<file path="config.mk">
export PLATFORM = sky130hd
export DESIGN_NAME = uart_cmd_parser
export DESIGN_NICKNAME = d
export VERILOG_FILES = /design/src/rtl/uart_cmd_parser.sv
export SDC_FILE = /design/constraint.sdc
export NUM_CORES = 1
export LEC_CHECK = 0
export BUFFER_PORTS_ARGS = -buffer_cell sky130_fd_sc_hd__buf_2
export CAP_MARGIN = 20
export CORE_MARGIN = 5
export CORE_UTILIZATION = 51
export CTS_CLUSTER_DIAMETER = 120
export DETAILED_ROUTE_END_ITERATION = 10
export PLACE_DENSITY = 0.79
export SLEW_MARGIN = 15
export SYNTH_ARGS = -nofsm -noshare
export SYNTH_HDL_FRONTEND = slang
export SYNTH_SLANG_ARGS = --single-unit
</file>
<file path="constraint.sdc">
create_clock -name clk -period 6.24 [get_ports clk]
set_input_delay 0.312 -clock clk [delete_from_list [all_inputs] [get_ports clk]]
set_output_delay 0.312 -clock clk [all_outputs]
set_load 0.02 [all_outputs]
</file>
<file path="src/rtl/uart_cmd_parser.sv">
// ASCII write-command parser for "W<addr hex><data hex><CR>" frames from a UART RX byte stream.
// Optional ack byte outputs ('K' on write, '!' on error) are compiled in when UART_CMD_ACK_EN is defined.
module uart_cmd_parser #(
    parameter int WORDSZ         = 8,
    parameter int ADDR_W         = 8,
    parameter int TIMEOUT_CYCLES = 1_000_000
) (
    input  logic              clk,
    input  logic              resetn,
    input  logic              rx_valid,
    input  logic [7:0]        rx_data,
    input  logic              rx_break,
    output logic              wr_en,
    output logic [ADDR_W-1:0] wr_addr,
    output logic [WORDSZ-1:0] wr_data,
    output logic              err,
    output logic [7:0]        frame_cnt,
    output logic [3:0]        state
`ifdef UART_CMD_ACK_EN
    ,
    output logic              ack_valid,
    output logic [7:0]        ack_data
`endif
);

    localparam int ADDR_DIGITS = ADDR_W / 4;
    localparam int DATA_DIGITS = WORDSZ / 4;
    localparam int MAX_DIGITS  = (ADDR_DIGITS > DATA_DIGITS) ? ADDR_DIGITS : DATA_DIGITS;
    localparam int CNT_W       = $clog2(MAX_DIGITS + 1);
    localparam int TO_W        = (TIMEOUT_CYCLES > 1) ? $clog2(TIMEOUT_CYCLES) : 1;
    localparam int TO_LAST     = (TIMEOUT_CYCLES > 0) ? TIMEOUT_CYCLES - 1 : 0;

    localparam logic [7:0] CH_CR    = 8'h0D;
    localparam logic [7:0] CH_LF    = 8'h0A;
    localparam logic [7:0] CH_SPACE = 8'h20;

    typedef enum logic [3:0] {
        S_IDLE    = 4'b0001,
        S_ADDR    = 4'b0010,
        S_DATA    = 4'b0100,
        S_WAIT_CR = 4'b1000
    } state_t;

    state_t            state_reg;
    logic [ADDR_W-1:0] acc_addr_reg;
    logic [WORDSZ-1:0] acc_data_reg;
    logic [CNT_W-1:0]  digit_cnt_reg;
    logic [TO_W-1:0]   tcnt_reg;

    logic       is_hex;
    logic [3:0] nibble;
    logic       is_w;
    logic       is_blank;
    logic       is_cr;
    logic       frame_error;
    logic       frame_done;

    assign state    = state_reg;
    assign is_w     = (rx_data == 8'h57) || (rx_data == 8'h77);
    assign is_cr    = (rx_data == CH_CR);
    assign is_blank = is_cr || (rx_data == CH_LF) || (rx_data == CH_SPACE);

    // Letters A-F / a-f share low bits 1..6, so +9 maps them onto 10..15.
    always_comb begin
        is_hex = 1'b1;
        nibble = 4'h0;
        if (rx_data >= 8'h30 && rx_data <= 8'h39) begin
            nibble = rx_data[3:0];
        end else if ((rx_data >= 8'h41 && rx_data <= 8'h46) ||
                     (rx_data >= 8'h61 && rx_data <= 8'h66)) begin
            nibble = rx_data[3:0] + 4'd9;
        end else begin
            is_hex = 1'b0;
        end
    end

    // Event decode: break beats a simultaneous byte, and a byte beats a timeout expiring in the same cycle.
    always_comb begin
        frame_error = 1'b0;
        frame_done  = 1'b0;
        if (rx_break) begin
            frame_error = (state_reg != S_IDLE);
        end else if (rx_valid) begin
            case (state_reg)
                S_IDLE:         frame_error = !(is_w || is_blank);
                S_ADDR, S_DATA: frame_error = !is_hex;
                S_WAIT_CR: begin
                    frame_done  = is_cr;
                    frame_error = !is_cr;
                end
                default:        frame_error = 1'b0;
            endcase
        end else if (TIMEOUT_CYCLES != 0 && state_reg != S_IDLE &&
                     tcnt_reg == TO_W'(TO_LAST)) begin
            frame_error = 1'b1;
        end
    end

    always_ff @(posedge clk or negedge resetn) begin
        if (!resetn) begin
            state_reg     <= S_IDLE;
            acc_addr_reg  <= '0;
            acc_data_reg  <= '0;
            digit_cnt_reg <= '0;
            tcnt_reg      <= '0;
            wr_en         <= 1'b0;
            wr_addr       <= '0;
            wr_data       <= '0;
            err           <= 1'b0;
            frame_cnt     <= 8'd0;
        end else begin
            wr_en <= frame_done;
            err   <= frame_error;

            if (rx_valid || rx_break || state_reg == S_IDLE || frame_error) begin
                tcnt_reg <= '0;
            end else if (TIMEOUT_CYCLES != 0) begin
                tcnt_reg <= tcnt_reg + 1'b1;
            end

            if (frame_error) begin
                // Accumulators deliberately keep their contents; the next 'W' clears them.
                state_reg <= S_IDLE;
            end else if (rx_valid && !rx_break) begin
                case (state_reg)
                    S_IDLE: begin
                        if (is_w) begin
                            state_reg     <= S_ADDR;
                            acc_addr_reg  <= '0;
                            acc_data_reg  <= '0;
                            digit_cnt_reg <= '0;
                        end
                    end
                    S_ADDR: begin
                        acc_addr_reg <= ADDR_W'({acc_addr_reg, nibble});
                        if (digit_cnt_reg == CNT_W'(ADDR_DIGITS - 1)) begin
                            state_reg     <= S_DATA;
                            digit_cnt_reg <= '0;
                        end else begin
                            digit_cnt_reg <= digit_cnt_reg + 1'b1;
                        end
                    end
                    S_DATA: begin
                        acc_data_reg <= WORDSZ'({acc_data_reg, nibble});
                        if (digit_cnt_reg == CNT_W'(DATA_DIGITS - 1)) begin
                            state_reg     <= S_WAIT_CR;
                            digit_cnt_reg <= '0;
                        end else begin
                            digit_cnt_reg <= digit_cnt_reg + 1'b1;
                        end
                    end
                    S_WAIT_CR: begin
                        state_reg <= S_IDLE;
                        wr_addr   <= acc_addr_reg;
                        wr_data   <= acc_data_reg;
                        frame_cnt <= frame_cnt + 8'd1;
                    end
                    default: state_reg <= S_IDLE;
                endcase
            end else if (state_reg != S_IDLE && state_reg != S_ADDR &&
                         state_reg != S_DATA && state_reg != S_WAIT_CR) begin
                state_reg <= S_IDLE;
            end
        end
    end

`ifdef UART_CMD_ACK_EN
    always_ff @(posedge clk or negedge resetn) begin
        if (!resetn) begin
            ack_valid <= 1'b0;
            ack_data  <= 8'h00;
        end else begin
            ack_valid <= frame_done || frame_error;
            if (frame_done) begin
                ack_data <= 8'h4B;
            end else if (frame_error) begin
                ack_data <= 8'h21;
            end
        end
    end
`endif

endmodule
</file>
* Word level (Yosys, flattened, before mapping) *
Index checks and enable logic that the tools add are counted.

word-level totals
  flip-flop bits (word level) = 68
  latch bits = 0
  bits in writable memories = 0
  bits in read-only memories = 0
  output and inout bits = 30
  word-level logic and storage cells = 95
  memories = 0

cells by class
  add/sub/neg operators = 4
  multiply operators = 0
  divide/modulo/power cells = 0
  $lt $le $gt $ge = 6
  eq/ne operators = 19
  shift operators = 0
  multiplexer cells = 25
  bitwise gates (word level) = 1
  reductions and logical operators = 30

operator list
  operator                 count
  $mux W4                  8
  $pmux W8 S2              2
  $add A20 B1 Y20 const B  1
  $eq A20 B20 Y1 const B   1
  $mux W20                 1
  $eq A8 B4 Y1 const B     2
  $eq A8 B7 Y1 const B     2
  $ge A8 B7 Y1 const B     2
  $le A8 B7 Y1 const B     2
  $ne A4 B4 Y1 const B     4
  $reduce_and A4 Y1        4
  $pmux W4 S3              1
  $add A8 B1 Y8 const B    1
  $eq A8 B6 Y1 const B     1
  $ge A8 B6 Y1 const B     1
  $le A8 B6 Y1 const B     1
  $logic_and A1 B1 Y1      8
  $logic_or A1 B1 Y1       8
  $mux W1                  8
  $mux W8                  1
  $reduce_bool A2 Y1       3
  $add A4 B4 Y4 const B    1
  $eq A4 B1 Y1 const B     1
  $eq A4 B2 Y1 const B     1
  other kinds (16)         20

* Depth between registers and ports, before layout *
Gate-level depths: netlist of run 1.

  depth in word-level cells = 11
  mapped depth = 8
  depth with buffers taken out = 7

* Worst setup path before layout of run 1 *
No wires, ideal clock.

  path type = flip-flop to flip-flop
  start = reg state_reg[0], in the netlist state[0]
  end = reg acc_data_reg[0]
  library setup time = 0.125 ns
  arrival time = 2.291 ns
  slack = 3.824 ns
  stages on the path, launching flop included = 6
  path buffers = 1
  clock period less this slack = 2.416 ns
  path through = dfstp_2 buf_2 or4b_1 or3_4 a21oi_4 mux2_4

on the way
  cells in the longest elaborated chain, start to end = 7
  elaborated cells on any way between the ends = 16
  classes of those cells = eq/ne (6); mux (5); bitwise (1); reduce/logical (4)

RTL lines
  element                                                                          line     source
  from (decl)                                                                      44       state_t state_reg;
  from (signal assigned)                                                           101      state_reg <= S_IDLE;
  from (signal assigned)                                                           123      state_reg <= S_IDLE;
  from (signal assigned)                                                           128      state_reg <= S_ADDR;
  $eq A4 B3 Y1, or another cell as far along                                       84, 125
  $reduce_or A2 Y1 (no source line) / $logic_and A1 B1 Y1 (equally long branches)  n/a
  $pmux W1 S3 / $mux W1 (equally long branches)                                    84, 93
  $mux W1                                                                          83       end else if (rx_valid) begin
  $mux W1                                                                          81       if (rx_break) begin
  $not A1 Y1 (no source line)                                                      n/a
  $reduce_and A4 Y1 (no source line)                                               n/a
  to (signal assigned)                                                             144      acc_data_reg <= WORDSZ'({acc_data_reg, nibble});
  to (decl)                                                                        46       logic [WORDSZ-1:0] acc_data_reg;

Parallel ways exist; a longest one is shown, timed or not.
A chain may end at the register's enable or synchronous reset.

* Final worst setup path of run 1 *
  start = reg state_reg[2], in the netlist state[2]
  end = reg acc_data_reg[0]

The elaborated chain is that of the path after synthesis.

==> summary.md, run 1 <==
| Metric | Value |
|---|---|
| Num rows | 30 |
| Worst-path maximum fanout | 10 |
| Initial DRC count | 79 |
| Worst Setup End Kind | flip-flop |
| First-pass GRT wire length | 12000 microns |
| Worst-case reg-to-reg path depth | 4 |
| Initial antenna violation count | 0 |
| Worst path buffer plus inverter count | 0 |
| Die Height | 92.8 microns |
| Total gr overflow | 0 |
| Vias in the first global route | 2537 |
| Num Clock Sinks | 68 |
| CP required | 6.48 ns |
| Final setup fails | 0 |
| WL/cell | 15.2 microns |
| Drt total wl | 6820 microns |
| Root buffer cell | clkbuf_8 |
| P per Cell Area | 230 nW/um^2 |
| Crit path time final | 2.44 ns |
| CP max stage delay | 0.75 ns |
| Worst-Margin Slew | 0.925 ns |
| Count leader, synth | dfrtp_1 |
| Vias per cell | 5.54 |
| Post-CTS setup buffer count | 0 |
| Pre-Repair DR Iteration Count | 4 |
| Final Cycle Share | 39.1% |
| Post-synth top cells | dfrtp_1, nor2_1, nand2_1 |
| Mapped cell area | 3500 sq um |
| Outcome | finished, final reports clean |
| CTS tree | built |
| Synth Flop Type | dfrtp_1 |
| Area after DPL | 3760 sq um |
| Die ar. | 8620 sq um |
| Final hold violations | 0 |
| RSZ-0062 raised after global routing | false |
| Initial core utilization | 52.1% |
| Share of cells above drive strength 1 | 25.9% |
| Yosys top cell by area | dfrtp_1 |
| Critical path arrival | 2.68 ns |
| Clock buffer count from CTS | 9 |
| Crit-path leading delay family | simple AND/OR/NAND/NOR gates |
| Buffers on Ports | 41 |
| Post-synth top area share | 47.9% |
| All-Layer GR Usage | 17.7% |
| FMAX | 409 MHz |
| Nets | 383 |
| Async SR Flop Fraction | 100% |
| Final instance area | 3970 sq um |
| Worst-path cell chain | nor4b_2 > o211ai_1 > a21oi_4 > mux2_4 |
| Gp weighted congestion | 0.866 |
| Largest net degree at the start of global routing | 69 |
| CP Launch Type | flip-flop |
| Area Growth Syn to Fin | 13.3% |
| Hold Buf Count CTS | 0 |
| Placed Instances | 434 |
| Hold Crit Class | in2async |
| Sequential area share after synthesis | 48.7% |
| Final Max Tran Viols | 0 |
| Yosys reg bits | 68 |
| Largest register FFs | 20 |
| Number of max-cap violations | 0 |
| Via Count | 2495 |
| Number of cells on the critical path | 4 |
| Critical path's slowest cell | nor4b_2 |
| DR DRC count | 0 |
| Worst slew margin | 36.8% |
| Inserted Diodes | 0 |
| Clk_lat worst skew | 0.35 ns |
| Core area | 6720 sq um |
| Gate count of the mapped netlist | 322 |
| Syn Nets | 340 |
| Post-synth EDFFs | 0 |
| Syn avg cell area | 10.9 sq um |
| Clk slew on worst S/H paths | 0.08 ns |
| Layout Cells excl Fill | 450 |
| CTS H-Tree Depth | 3 |
| Antenna-violating nets left | 0 |
| Distinct cells, synth | 57 |
| Synthesis Warnings | 0 |
| HPWL after DPL | 4920 microns |
| Die W | 92.8 microns |
| Worst setup path class | reg2reg |
| Layout Utilization | 59.0% |
| Static Leak | 1.77 nW |
| # IOs | 42 |
| Fill count | 568 |
| Ranking of synthesized cells by area | dfrtp_1, mux2_2, xnor2_1, mux2i_1, nor2_1 |
| CTS resizes | 0 |
| Max IR drop VDD | 157 uV |
| Worst-case clock buffer depth | 2 |
| Max Clock Skew | 0.00895 ns |
| Post-Route Setup TNS | 0 ns |
final cells by class:
| type | instances | area (sq um) | area share, % |
|---|---|---|---|
| Multi-Input combinational cell | 220 | 1650 | 41.5 |
| Clock buffer | 9 | 124 | 3.12 |
| Inverter | 22 | 82.6 | 2.08 |
| Sequential cell | 68 | 1700 | 42.9 |
| Timing Repair Buffer | 44 | 228 | 5.74 |
| Clock inverter | 7 | 82.6 | 2.08 |
| Tap cell | 80 | 100 | 2.52 |
cells in the final DEF (no fill, tap or decap), drive strengths merged, types with 2 or more instances in the layout:
cell	n
nor4b	5
xnor2	17
mux2	20
dfrtp	67
clkbuf	9
nand3	10
and3	4
nor3	9
xor2	8
o21bai	2
mux2i	14
nand4b	2
buf	44
nor2b	4
a22oi	2
or2	2
a211o	2
clkinvlp	2
nand4	7
or3	7
nand3b	3
or4b	2
a21oi	6
o21ai	5
nor3b	3
o211ai	2
inv	26
a2111oi	3
a211oi	3
nor4	3
o31ai	2
nand2	26
nor2	27
ha	6
per-stage QoR:
stage	hold slack [ns]	power (mW)	setup WS, ns
detailed placement	0.461	0.546	3.67
global route	0.208	0.959	3.61
global placement	0.458	0.544	3.74
CTS	0.160	0.927	3.78
floorplan	0.0164	0.517	3.82
finish	0.136	0.913	3.80
report_power, final:
part / internal [mW] / leakage, nW / switching [mW] / total (mW)
clock network: 0.191 / 0.0988 / 0.185 / 0.376
registers: 0.454 / 0.880 / 0.0122 / 0.466
logic: 0.0254 / 0.792 / 0.0457 / 0.0711
total: 0.670 / 1.77 / 0.243 / 0.913
logic make-up (layout without fill, tap and decap cells):
group,after synthesis,count (layout),share of synthesized area [%]
AOI/OAI and AO/OA,36,36,9.33
xor gates and xnor gates,25,25,6.26
adders and majority gates,6,6,2.15
buffers and inverters,34,82,4.33
DFF,68,68,48.7
muxes,34,34,10.7
and+or+nand+nor,119,119,18.6
routing by layer:
layer / GRT usage (%) / share of wire [%] / wire length (microns)
met5: 0 / 0 / 0
met4: 6.11 / 0.86 / 59
met3: 5.77 / 4.5 / 306
met2: 27.7 / 47 / 3210
met1: 23.1 / 48 / 3240
worst register-to-register path, delay by kind of cell, from the launching register on:
family / cells / cell delay (ns)
compound gates: 2 / 0.69
flops: 1 / 0.56
mux: 1 / 0.34
simple gates: 1 / 0.75
path summary, 6_finish.rpt:
path                                    from          endpoint  slack [ns]
worst max-delay path                state[2]   acc_data_reg[0]        3.80
worst max register to register      state[2]   acc_data_reg[0]        3.80
worst min-delay path                  resetn        wr_addr[7]        0.14
worst min register to register  frame_cnt[7]      frame_cnt[7]        0.47
min in group clk                  rx_data[4]             wr_en        0.41
max in group asynchronous             resetn  digit_cnt_reg[1]        5.55
Power figures use the tool's default switching activity.
==> run 2, diff against run 1 <==
Settings changed: PLACE_DENSITY 0.79 to 0.82.
Clock period 6.24 ns to 2.2 ns, I/O delays scaled along.
==> run 2 against run 1 <==
Critical path depth rose by 1. Total power rose to 3.1 times the previous value. Sequential cell count stayed put. Die area did not move. Global-route usage up 0.17 points. Sequential share of layout area fell by 2.3 points. Sequential power rose to 2.8 times the previous value. Worst setup slack worse by 3.7 ns. Non-clock buffer count is 19 higher. Register-to-register slack worse by 3.7 ns. Combinational power grew to 3.5 times the previous value. Highest routed layer unchanged.
==> summary.md, run 2 (synthesis results as in run 1) <==
| Metric | Value |
|---|---|
| Gp weighted congestion | 0.919 (+6.1%) |
| Static Leak | 1.90 nW (+7.4%) |
| Die W | 92.8 microns (unchanged) |
| Final Cycle Share | 95.5% (+56 points) |
| Via Count | 2570 (+3.0%) |
| Worst-path cell chain | or4b_4 > or3_4 > a21oi_4 > buf_4 > mux2i_1 |
| CTS tree | built |
| Worst-case clock buffer depth | 2 (unchanged) |
| Buffers on Ports | 41 (unchanged) |
| Max IR drop VDD | 433 uV (+180%) |
| Setup WS post-layout | 0.0995 ns (-3.70 ns) |
| Total power | 2.79 mW (+210%) |
| Vias in the first global route | 2652 (+4.5%) |
| All-Layer GR Usage | 17.9% (+0.17 points) |
| Nets | 402 (+5.0%) |
| Sequential Area | 1700 sq um (unchanged) |
| FMAX | 476 MHz (+16%) |
| WL/cell | 14.9 microns (-2.0%) |
| Num rows | 30 (unchanged) |
| Crit-path leading delay family | simple AND/OR/NAND/NOR gates |
| Vias per cell | 5.48 (-1.2%) |
| Final Max Tran Viols | 0 (unchanged) |
| Switching power | 0.649 mW (+170%) |
| Antenna-violating nets left | 0 (unchanged) |
| Worst slew margin | 73.7% (+37 points) |
| Outcome | finished, final reports clean |
| CP required | 2.46 ns (-4.02 ns) |
| Multi-input logic area | 1670 sq um (+1.5%) |
| Initial antenna violation count | 0 (unchanged) |
| Number of max-cap violations | 0 (unchanged) |
| Pre-Repair DR Iteration Count | 4 (unchanged) |
| Worst setup path class | reg2reg |
| Initial DRC count | 98 (+24%) |
| Die Height | 92.8 microns (unchanged) |
| Final setup fails | 0 (unchanged) |
| Area Growth Syn to Fin | 19.8% |
| Sequential share of power | 46.9% (-4.1 points) |
| CP max stage delay | 0.56 ns (-0.19 ns) |
| Internal | 2.15 mW (+220%) |
| Share of cells above drive strength 1 | 29.8% (+3.9 points) |
| Core area | 6720 sq um (unchanged) |
| Critical path arrival | 2.36 ns (-0.32 ns) |
| Commonest non-fill, non-tap cells in the layout | dfrtp_1, buf_2, nor2_1 |
| Fill count | 532 (-6.3%) |
| RSZ-0062 raised after global routing | false |
| First-pass GRT wire length | 12300 microns (+2.2%) |
| P per Cell Area | 666 nW/um^2 (+190%) |
| Initial core utilization | 52.1% (unchanged) |
| Largest register FFs | 20 (unchanged) |
| Final instance area | 4190 sq um (+5.7%) |
| Post-Route Setup TNS | 0 ns (unchanged) |
| Post-CTS setup buffer count | 0 (unchanged) |
| Routing usage on met3 | 6.34% (+0.57 points) |
| Gr busiest metal | met2 |
| CTS H-Tree Depth | 3 (unchanged) |
| CP Launch Type | flip-flop |
| Die ar. | 8620 sq um (unchanged) |
| M1 GR Usage | 23.3% (+0.18 points) |
| Max Clock Skew | 0.00407 ns (-0.00488 ns) |
| Final hold violations | 0 (unchanged) |
| Inserted Diodes | 0 (unchanged) |
| Total gr overflow | 0 (unchanged) |
| # IOs | 42 (unchanged) |
| Logic pwr share | 8.9% (+1.1 points) |
| DR DRC count | 0 (unchanged) |
| Worst-Margin Slew | 0.385 ns (-0.539 ns) |
| Critical path's slowest cell | or4b_4 |
| HPWL after DPL | 4970 microns (+1.2%) |
| Area after DPL | 3920 sq um (+4.4%) |
| DP Worst Slack | 0.0968 ns (-3.57 ns) |
| Commonest non-fill, non-tap cell in the layout | dfrtp_1 |
| Clock power frac | 44.1% (+2.9 points) |
| Num Clock Sinks | 68 (unchanged) |
| Grt met2 use | 27.9% (+0.24 points) |
| Worst path buffer plus inverter count | 1 (+1) |
| Worst-path maximum fanout | 7 (-3) |
| Switching share of power | 23.2% (-3.4 points) |
| Root buffer cell | clkbuf_8 |
| R2R Setup Slk | 0.1 ns (-3.70 ns) |
| Largest net degree at the start of global routing | 69 (unchanged) |
| Clk_lat worst skew | 0.34 ns (about the same) |
| Worst Setup End Kind | flip-flop |
| Crit path time final | 2.10 ns (-0.342 ns) |
| Drt total wl | 6970 microns (+2.1%) |
| Clk slew on worst S/H paths | 0.07 ns (about the same) |
| Hold Crit Class | in2reg |
| Clock buffer count from CTS | 9 (unchanged) |
run 2: changes by cell type in the layout (fill, tap and decap cells not counted), sizes merged:
| cell | before | now |
|---|---|---|
| clkbuf | 9 | 10 |
| bufinv | 1 | 3 |
| clkinv | 0 | 1 |
| dlygate4sd3 | 0 | 1 |
| buf | 44 | 62 |
| clkinvlp | 2 | 1 |
| inv | 26 | 23 |
run 2: through the flow:
stage	util [%]	cells	hold slack (ns)
6_report	62.4	469	0.152
5_1_grt	62.4	469	0.157
4_1_cts	62.1	469	0.133
2_1_floorplan	-	322	-0.186
3_5_place_dp	58.4	452	0.159
3_3_place_gp	58.4	452	0.158
run 2: per-layer routing:
metal,up-vias,routed length (microns)
met5,-,0
met4,0,93
met3,10,324
met2,53,3290
met1,1250,3260
li1,1257,-
run 2: timing repair:
item | CTS | global route
endpoints found under the setup margin | 0 | 24
endpoints found under the hold margin | 67 | 0
hold buffers | 1 | 0
gates resized for setup | 0 | 3
run 2: power groups by stage:
stage | clock, mW | sequential [mW] | combinational [mW]
2_1_floorplan | 0 | 1.34 | 0.136
3_3_place_gp | 0 | 1.33 | 0.239
3_5_place_dp | 0 | 1.33 | 0.243
4_1_cts | 1.26 | 1.31 | 0.247
5_1_grt | 1.33 | 1.31 | 0.279
6_report | 1.23 | 1.31 | 0.249
run 2: layout make-up:
| type | count | share of cell area [%] |
|---|---|---|
| Multi-Input combinational cell | 220 | 39.8 |
| Tap cell | 80 | 2.39 |
| Inverter | 22 | 1.97 |
| Timing Repair Buffer | 63 | 9.49 |
| Sequential cell | 68 | 40.6 |
| Clock inverter | 6 | 2.66 |
| Clock buffer | 10 | 3.04 |
run 2: final timing paths:
path	to	cells past startpoint	from
hold / removal	wr_en	4	rx_break
setup reg to reg	acc_data_reg[6]	5	state[2]
hold reg to reg	frame_cnt[7]	1	frame_cnt[7]
setup / recovery	acc_data_reg[6]	5	state[2]
max in group asynchronous	state[0]	3	resetn
min in group asynchronous	wr_en	3	resetn
run 2: tightest hold or removal path, cell delays in order:
cell     delay, ns
buf_2         0.12
nor2b_1       0.08
nand2_1       0.10
nor2_1        0.05
